$ cat src/rtl/pe_pkg.sv
// Shared widths and types for the processing-element accumulator.
// Optional drop flag acc_err is enabled by defining PE_ACC_ERR_EN.
package pe_pkg;
    localparam int ACC_W          = 24;
    localparam int LEN_W          = 8;
    localparam int PROD_W         = 16;
    localparam int RES_FIFO_DEPTH = 2;

    typedef logic [ACC_W-1:0]  acc_t;
    typedef logic [LEN_W-1:0]  len_t;
    typedef logic [PROD_W-1:0] prod_t;

    function automatic acc_t widen(prod_t p);
        return {{(ACC_W-PROD_W){1'b0}}, p};
    endfunction
endpackage

$ cat src/rtl/pe_acc_fifo.sv
// Small result queue between the accumulator and its consumer.
// A push while full is taken only if a pop frees a slot in the same cycle.
module pe_acc_fifo
    import pe_pkg::*;
(
    input  logic clk,
    input  logic rst,
    input  logic clr,
    input  logic push,
    input  acc_t push_data,
    input  logic pop,
    output acc_t pop_data,
    output logic full,
    output logic empty
);
    localparam int PTR_W = $clog2(RES_FIFO_DEPTH);

    acc_t             mem [RES_FIFO_DEPTH];
    logic [PTR_W-1:0] wr_ptr;
    logic [PTR_W-1:0] rd_ptr;
    logic [PTR_W:0]   count;
    logic             do_push;
    logic             do_pop;

    assign full     = (count == (PTR_W+1)'(RES_FIFO_DEPTH));
    assign empty    = (count == '0);
    assign do_pop   = pop && !empty;
    assign do_push  = push && (!full || do_pop);
    assign pop_data = mem[rd_ptr];

    always_ff @(posedge clk or posedge rst) begin
        if (rst) begin
            wr_ptr <= '0;
            rd_ptr <= '0;
            count  <= '0;
            for (int i = 0; i < RES_FIFO_DEPTH; i++) mem[i] <= '0;
        end else if (clr) begin
            wr_ptr <= '0;
            rd_ptr <= '0;
            count  <= '0;
        end else begin
            if (do_push) begin
                mem[wr_ptr] <= push_data;
                wr_ptr      <= wr_ptr + 1'b1;
            end
            if (do_pop) rd_ptr <= rd_ptr + 1'b1;
            case ({do_push, do_pop})
                2'b10:   count <= count + 1'b1;
                2'b01:   count <= count - 1'b1;
                default: count <= count;
            endcase
        end
    end
endmodule

$ cat src/rtl/pe_acc.sv
// Accumulates groups of K products from a PE and queues each group sum.
// Define PE_ACC_ERR_EN to expose the sticky drop flag acc_err.
module pe_acc
    import pe_pkg::*;
(
    input  logic        clk,
    input  logic        rst,
    input  logic        c1_vld,
    input  logic [15:0] c1_data,
    input  logic [7:0]  acc_len,
    input  logic        acc_clr,
    output logic        res_vld,
    input  logic        res_ready,
    output logic [23:0] res_data,
    output logic        acc_busy
`ifdef PE_ACC_ERR_EN
    ,
    output logic        acc_err
`endif
);
    len_t cnt;
    len_t klat;
    len_t k_cur;
    acc_t sum;
    acc_t sum_next;
    logic last;
    logic push_acc;
    logic fifo_push;
    logic fifo_pop;
    logic fifo_full;
    logic fifo_empty;

    // K is taken live from acc_len only on the first product of a group;
    // K-1 wraps to 255 when the length is 0, giving 256-product groups.
    always_comb begin
        k_cur    = (cnt == '0) ? acc_len : klat;
        sum_next = (cnt == '0) ? widen(c1_data) : sum + widen(c1_data);
        last     = (cnt == len_t'(k_cur - 1'b1));
    end

    assign push_acc  = c1_vld && !acc_clr && last;
    assign fifo_pop  = res_ready && !fifo_empty;
    assign fifo_push = push_acc && (!fifo_full || fifo_pop);
    assign res_vld   = !fifo_empty;
    assign acc_busy  = (cnt != '0);

    always_ff @(posedge clk or posedge rst) begin
        if (rst) begin
            cnt  <= '0;
            sum  <= '0;
            klat <= '0;
        end else if (acc_clr) begin
            cnt <= '0;
            sum <= '0;
        end else if (c1_vld) begin
            if (cnt == '0) klat <= acc_len;
            if (last) begin
                cnt <= '0;
            end else begin
                sum <= sum_next;
                cnt <= cnt + 1'b1;
            end
        end
    end

`ifdef PE_ACC_ERR_EN
    always_ff @(posedge clk or posedge rst) begin
        if (rst)                           acc_err <= 1'b0;
        else if (acc_clr)                  acc_err <= 1'b0;
        else if (push_acc && !fifo_push)   acc_err <= 1'b1;
    end
`endif

    pe_acc_fifo u_fifo (
        .clk       (clk),
        .rst       (rst),
        .clr       (acc_clr),
        .push      (fifo_push),
        .push_data (sum_next),
        .pop       (fifo_pop),
        .pop_data  (res_data),
        .full      (fifo_full),
        .empty     (fifo_empty)
    );
endmodule

$ cat config.mk
export PLATFORM = sky130hd
export DESIGN_NAME = pe_acc
export DESIGN_NICKNAME = d
export VERILOG_FILES = /design/src/rtl/pe_pkg.sv /design/src/rtl/pe_acc_fifo.sv /design/src/rtl/pe_acc.sv
export SDC_FILE = /design/constraint.sdc
export NUM_CORES = 1
export LEC_CHECK = 0
export CAP_MARGIN = 25
export CORE_UTILIZATION = 40
export DETAILED_ROUTE_END_ITERATION = 16
export HOLD_SLACK_MARGIN = 0.03
export PLACE_DENSITY = 0.65
export SLEW_MARGIN = 20
export SYNTH_ARGS = -nofsm -noshare
export SYNTH_HDL_FRONTEND = slang
export SYNTH_SLANG_ARGS = --single-unit
$ cat constraint.sdc
create_clock -name clk -period 5.2 [get_ports clk]
set_clock_uncertainty 0.1 [all_clocks]
set_input_delay 0.78 -clock clk [delete_from_list [all_inputs] [get_ports clk]]
set_output_delay 0.78 -clock clk [all_outputs]
set_load 0.01 [all_outputs]
==> results of run 1 <==
-- metal layers --
metal	share of wire (%)	vias up	GRT usage (%)
met1	46	2143	25.3
li1	-	2042	-
met5	0	-	0
met2	47	117	31.6
met4	2.7	0	8.72
met3	5.0	28	4.39
-- worst max-delay path by stage --
stage,start,endpoint,slack (ns)
detailed placement,cnt[0],u_fifo.mem[32],0.69
finish,cnt[0],u_fifo.mem[39],0.69
floorplan,cnt[0],u_fifo.mem[24],0.64
CTS,cnt[0],u_fifo.mem[39],0.67
global route,cnt[0],u_fifo.mem[39],0.47
global placement,acc_len[2],u_fifo.mem[33],0.81
-- state kept, by name, summed over array words and instances, names as in the netlist --
register,cells
cnt,8
klat,8
sum,24
u_fifo.count,2
u_fifo.mem,48
u_fifo.rd_ptr,1
u_fifo.wr_ptr,1
-- layout make-up --
cell class | count | share of cell area, %
Multi-Input combinational cell | 399 | 47.2
Clock buffer | 9 | 3.41
Inverter | 14 | 0.815
Timing Repair Buffer | 62 | 9.28
Clock inverter | 7 | 1.12
Tap cell | 176 | 3.33
Sequential cell | 92 | 34.9
-- cells in the final DEF (no fill, tap or decap), types with 4 or more instances in the layout --
| cell type | instances |
|---|---|
| nand2_1 | 42 |
| nand3_1 | 13 |
| mux2_4 | 17 |
| ha_1 | 19 |
| inv_1 | 12 |
| and3_1 | 5 |
| o211ai_1 | 5 |
| nand2b_1 | 9 |
| a31oi_1 | 4 |
| or3_1 | 4 |
| xnor2_1 | 18 |
| xor2_1 | 15 |
| mux2_2 | 44 |
| nor2b_1 | 6 |
| a21o_1 | 4 |
| or4_1 | 8 |
| nor4_1 | 7 |
| nor2_1 | 17 |
| clkdlybuf4s50_1 | 54 |
| dfrtp_1 | 91 |
| mux2i_1 | 7 |
| a21oi_1 | 31 |
| mux2_1 | 15 |
| o21ai_0 | 32 |
| and2_1 | 4 |
| buf_4 | 7 |
| clkbuf_16 | 9 |
| a22o_1 | 18 |
| o31ai_1 | 5 |
-- power groups by stage --
stage | clock, mW | combinational (mW) | sequential, mW
3_5_place_dp | 0 | 0.464 | 0.815
5_1_grt | 0.711 | 0.516 | 0.809
6_report | 0.670 | 0.467 | 0.803
2_1_floorplan | 0 | 0.323 | 0.801
3_3_place_gp | 0 | 0.452 | 0.812
4_1_cts | 0.688 | 0.468 | 0.802
-- cell families after synthesis --
kind of cell | after synthesis | share of synthesized area, %
flip-flops | 92 | 41.2
adder cells (fa/ha/maj) | 20 | 4.61
buffers and inverters | 37 | 3.24
multiplexers | 83 | 17.7
XOR/XNOR | 33 | 5.17
AND/OR/NAND/NOR | 134 | 13.1
AO/OA/AOI/OAI | 129 | 15.1
-- metrics by stage --
stage	instance area [µm²]	hold WS, ns	util (%)	setup slack [ns]	total power [mW]
finish	6600	0.383	49.1	0.688	1.94
global route	6600	0.412	49.1	0.465	2.04
CTS	6600	0.386	49.1	0.672	1.96
detailed placement	6300	0.370	46.9	0.688	1.28
global placement	6280	0.356	46.7	0.810	1.26
floorplan	5590	0.343	-	0.636	1.12
-- worst register-to-register path, stage by stage, from the launching register on --
cell,delay (ns)
dfrtp_1,0.46
inv_1,0.09
ha_1,0.17
or3b_2,0.56
nor2_8,0.44
mux2i_1,0.30
ha_1,0.23
xor2_1,0.18
xnor2_1,0.10
or4_1,0.64
or4_4,0.75
mux2_1,0.38
==> run metrics, run 1 <==
total number of vias between 4,000 and 5,000; Final #Nets 627; Yosys reg bits between 90 and 100; DRC 0; core area approximately 0.013 mm²; die area 0.0145 mm²; family with the most delay on the worst path simple AND/OR/NAND/NOR gates; CTS buffer count 9; Final Critical Period around 4.5 ns; count leader, synth dfrtp_1; relative slew slack a little over 40%; grt ovf 0; final period utilization between 80% and 90%; synth warn 0; GP Congestion roughly 0.91; Starting Density between 40% and 50%; Sw Ratio between 30 and 40%; max incr delay on CP between 0.7 and 0.8 ns; htree depth 3; Max VDD drop ~0.16 mV; First-pass DRT Iterations 5; Worst path slowest cell or4_4; final hold vios 0; IO Count between 50 and 60; clock tree buffer depth 2; max-slew violations 0; PostCTS Resize Cnt 0; Detailed Route WL about 13 mm; Max Fclk 222 MHz; fin cells approximately 760; CP most frequent cell ha_1; worst hold endpoint u_fifo.mem[42]; clk_lat worst skew 0.35 ns; Synth top area share between 40% and 50%; CTS tree yes; Post-CTS Setup Inserts 0; synth unique cells 60; FF/Latch Area 0.00230 mm²; clock root buffer clkbuf_16; asr flop ratio synth 100%; area leader, netlist dfrtp_1; CP Cell Sequence inv_1 > ha_1 > or3b_2 > nor2_8 > mux2i_1 > ha_1 > xor2_1 > xnor2_1 > or4_1 > or4_4 > mux2_1; cells after synthesis 528; combinational share of power 24.1%; synthesis-to-finish area growth 18.0%; final setup violation count 0; leakage power 3.04 nW; Die Height around 120 µm; Int Pwr 1.35 mW; number of core rows 42; setup TNS 0 ns; reg2reg start cnt[0]; Main synth FF type dfrtp_1; final-layout fill cell count 1,254; HP Class reg -> reg; vias in the first global route approximately 4,400; CTS sink count between 90 and 100; # diodes 0; Crit path buffers/inverters 1; Post-CTS Hold Fix Bufs 0; Wirelength per Cell about 17 µm; critical hold path startpoint u_fifo.mem[42]; Via density between 5 and 6; hold depth 2; critical path required time around 5.3 ns; placed insts between 700 and 800; Synth Net Count between 500 and 600; RSZ-0062 raised after global routing false; arrival time worst endpoint 4.64 ns; clock slew at reported path FFs roughly 0.07 ns; layout cells sized above 1 around 17%; drt initial violations 291; port bufs 54; CP Capture Type register; Max FO, Critical Path 34; commonest cells in the netlist 92 x dfrtp_1, 44 x mux2_2, 42 x nand2_1; Multi-input gate area 0.00311 mm²; antenna violations before repair 0; CP Class reg -> reg; Antenna Nets Post-Route 0; R2R cell count 11; largest net degree at the start of global routing 42; Worst Tran Pin Value between 0.8 and 0.9 ns; status finished, final reports clean; reg2reg end u_fifo.mem[39]; Post-synth EDFFs 0; Sw Pwr ~0.59 mW; sequential power share 41.4%; Clock Power Share ~35%; R2R Setup Slk 0.69 ns; Die X around 120 µm; power per cell area 294 mW/mm²; critical path depth in cells 11; Worst setup SP type register; hpwl dp ~9.5 mm; Mean Syn Cell Area between 10 and 15 µm²; GRT Total Usage 19.7%; Seq/Total Area, Yosys 41.2%; Area contributors post-synth dfrtp_1 41%, mux2_2 8.9%, mux2_4 4.6%, ha_1 4.2%, mux2_1 3.0%; mapped cell area around 0.0056 mm²; first-pass GRT wire length approximately 22 mm; Max Cap Viol 0
Note: power is estimated with default switching activity, not from simulation.
==> run 2: changes to the inputs <==
--- a/config.mk
+++ b/config.mk
@@ -9,7 +9,7 @@
 export CORE_UTILIZATION = 40
 export DETAILED_ROUTE_END_ITERATION = 16
 export HOLD_SLACK_MARGIN = 0.03
-export PLACE_DENSITY = 0.65
+export PLACE_DENSITY = 0.69
 export SLEW_MARGIN = 20
 export SYNTH_ARGS = -nofsm -noshare
 export SYNTH_HDL_FRONTEND = slang
==> run metrics, run 2 (synthesized netlist as in run 1, its figures left out) <==
status finished, final reports clean; synthesis-to-finish area growth 18.1%; hold slack 0.389 ns; largest register by flop count u_fifo.mem; final-layout fill cell count 1,242; family with the most delay on the worst path simple AND/OR/NAND/NOR gates; CTS buffer count 9; HP Class reg -> reg; Sw Pwr 0.584 mW; CTS tree yes; final setup violation count 0; clock root buffer clkbuf_16; Die Height 120 µm; First-pass DRT Iterations 5; GRT met2 Usage about a third; Int Pwr approximately 1.4 mW; IO Count 55; Crit path buffers/inverters 1; layout cells sized above 1 about 17%; drt initial violations around 240; GRT Total Usage between 10% and 20%; Die X approximately 120 µm; antenna violations before repair 0; CP Cell Sequence inv_1 > ha_1 > or3b_2 > nor2_8 > mux2i_1 > ha_1 > xor2_1 > xnor2_1 > or4_1 > or4_4 > mux2_1; clock tree buffer depth 2; max incr delay on CP 0.73 ns; combinational share of power 24.2%; DRC 0; largest net degree at the start of global routing 58; relative slew slack between 50% and 60%; sequential power share 41.3%; GP Congestion roughly 0.98; final hold vios 0; number of core rows 42; Post-CTS Setup Inserts 0; busiest grt layer met2; Wirelength per Cell 17.8 µm; Max VDD drop 0.146 mV; arrival time worst endpoint ~4.7 ns; Detailed Route WL ~13 mm; htree depth 3; CTS sink count approximately 90; total number of vias roughly 4,400; core area about 0.013 mm²; CP Capture Type register; Via density 5.75; met3 Use GR approximately 4.5%; Max Fclk between 200 and 250 MHz; max-slew violations 0; CP Class reg -> reg; max reg flops 48; Antenna Nets Post-Route 0; port bufs 54; biggest regs u_fifo.mem (48), sum (24); grt ovf 0; commonest non-fill, non-tap cell in the layout dfrtp_1; Max FO, Critical Path 34; critical path required time 5.32 ns; leakage power 3.04 nW; clock slew at reported path FFs around 0.06 ns; Final #Nets 626; Max Cap Viol 0; first-pass GRT wire length around 22 mm; Post-CTS Hold Fix Bufs 0; final period utilization between 80 and 90%; PostCTS Resize Cnt 0; Worst Tran Pin Value 0.705 ns; RSZ-0062 raised after global routing false; Worst path slowest cell or4_4; vias in the first global route approximately 4,400; die area 0.0145 mm²; # diodes 0; hpwl dp around 9.5 mm; Clock Power Share 34.5%; highest-count cells in the layout ignoring fill and taps 92 x dfrtp_1, 54 x clkdlybuf4s50_1, 44 x mux2_2, 42 x nand2_1, 32 x o21ai_0; met1 Use GR 25.9%; Sw Ratio between 30% and 40%; CP most frequent cell ha_1; Worst setup SP type register; Starting Density between 40% and 50%; setup TNS 0 ns; power per cell area roughly 300 mW/mm²; clk_lat worst skew roughly 0.35 ns; FF/Latch Area around 0.0023 mm²; Multi-input gate area between 0.003 and 0.004 mm²; Final Critical Period between 4 and 5 ns
-- run 2: cell types whose count changed in the layout (fill, tap and decap cells not counted) --
cell / before / now
buf_12: 1 / 0
buf_16: 0 / 1
buf_4: 7 / 6
clkbuf_1: 0 / 1
clkbuf_8: 0 / 1
clkinv_2: 3 / 1
dfrtp_1: 91 / 92
dfrtp_2: 1 / 0
inv_4: 0 / 1
inv_6: 2 / 1
-- run 2: worst min-delay path, cell delays in order (launching register included) --
cell	delay, ns
dfrtp_1	0.34
nand2_1	0.06
o31ai_1	0.06
-- run 2: per-stage QoR --
stage	worst slack, ns	instances	instance area, µm²	total power, mW	utilization, %
finish	0.674	758	6610	1.95	49.1
global route	0.415	758	6610	2.04	49.1
CTS	0.680	758	6610	1.95	49.1
detailed placement	0.684	742	6300	1.28	46.9
global placement	0.824	741	6280	1.27	46.7
floorplan	0.636	528	5590	1.12	-
-- run 2: layer usage --
| layer | vias up | wire length (µm) |
|---|---|---|
| li1 | 2046 | - |
| met1 | 2147 | 6080 |
| met2 | 148 | 6410 |
| met3 | 19 | 774 |
| met4 | 0 | 214 |
| met5 | - | 0 |
-- run 2: path summary, 6_finish.rpt --
| kind | start | to | slack (ns) | depth (start not counted) |
|---|---|---|---|---|
| worst min-delay path | u_fifo.mem[18] | u_fifo.mem[18] | 0.39 | 2 |
| worst min register to register | u_fifo.mem[18] | u_fifo.mem[18] | 0.39 | 2 |
| worst max-delay path | cnt[0] | u_fifo.mem[36] | 0.67 | 11 |
| worst max register to register | cnt[0] | u_fifo.mem[36] | 0.67 | 11 |
| min in group asynchronous | rst | sum[1] | 0.81 | 2 |
| max in group asynchronous | rst | sum[23] | 3.21 | 3 |
-- run 2: layout make-up --
| cell class | count | area share (%) |
|---|---|---|
| Clock buffer | 11 | 3.67 |
| Clock inverter | 5 | 0.909 |
| Inverter | 14 | 0.833 |
| Multi-Input combinational cell | 399 | 47.1 |
| Sequential cell | 92 | 34.8 |
| Tap cell | 176 | 3.33 |
| Timing Repair Buffer | 61 | 9.28 |
-- run 2: power by group through the flow --
stage	Sequential [mW]	Clock (mW)	Combinational (mW)
6_report	0.803	0.671	0.471
3_5_place_dp	0.815	0	0.465
3_3_place_gp	0.813	0	0.453
4_1_cts	0.801	0.684	0.468
5_1_grt	0.808	0.719	0.514
2_1_floorplan	0.801	0	0.323
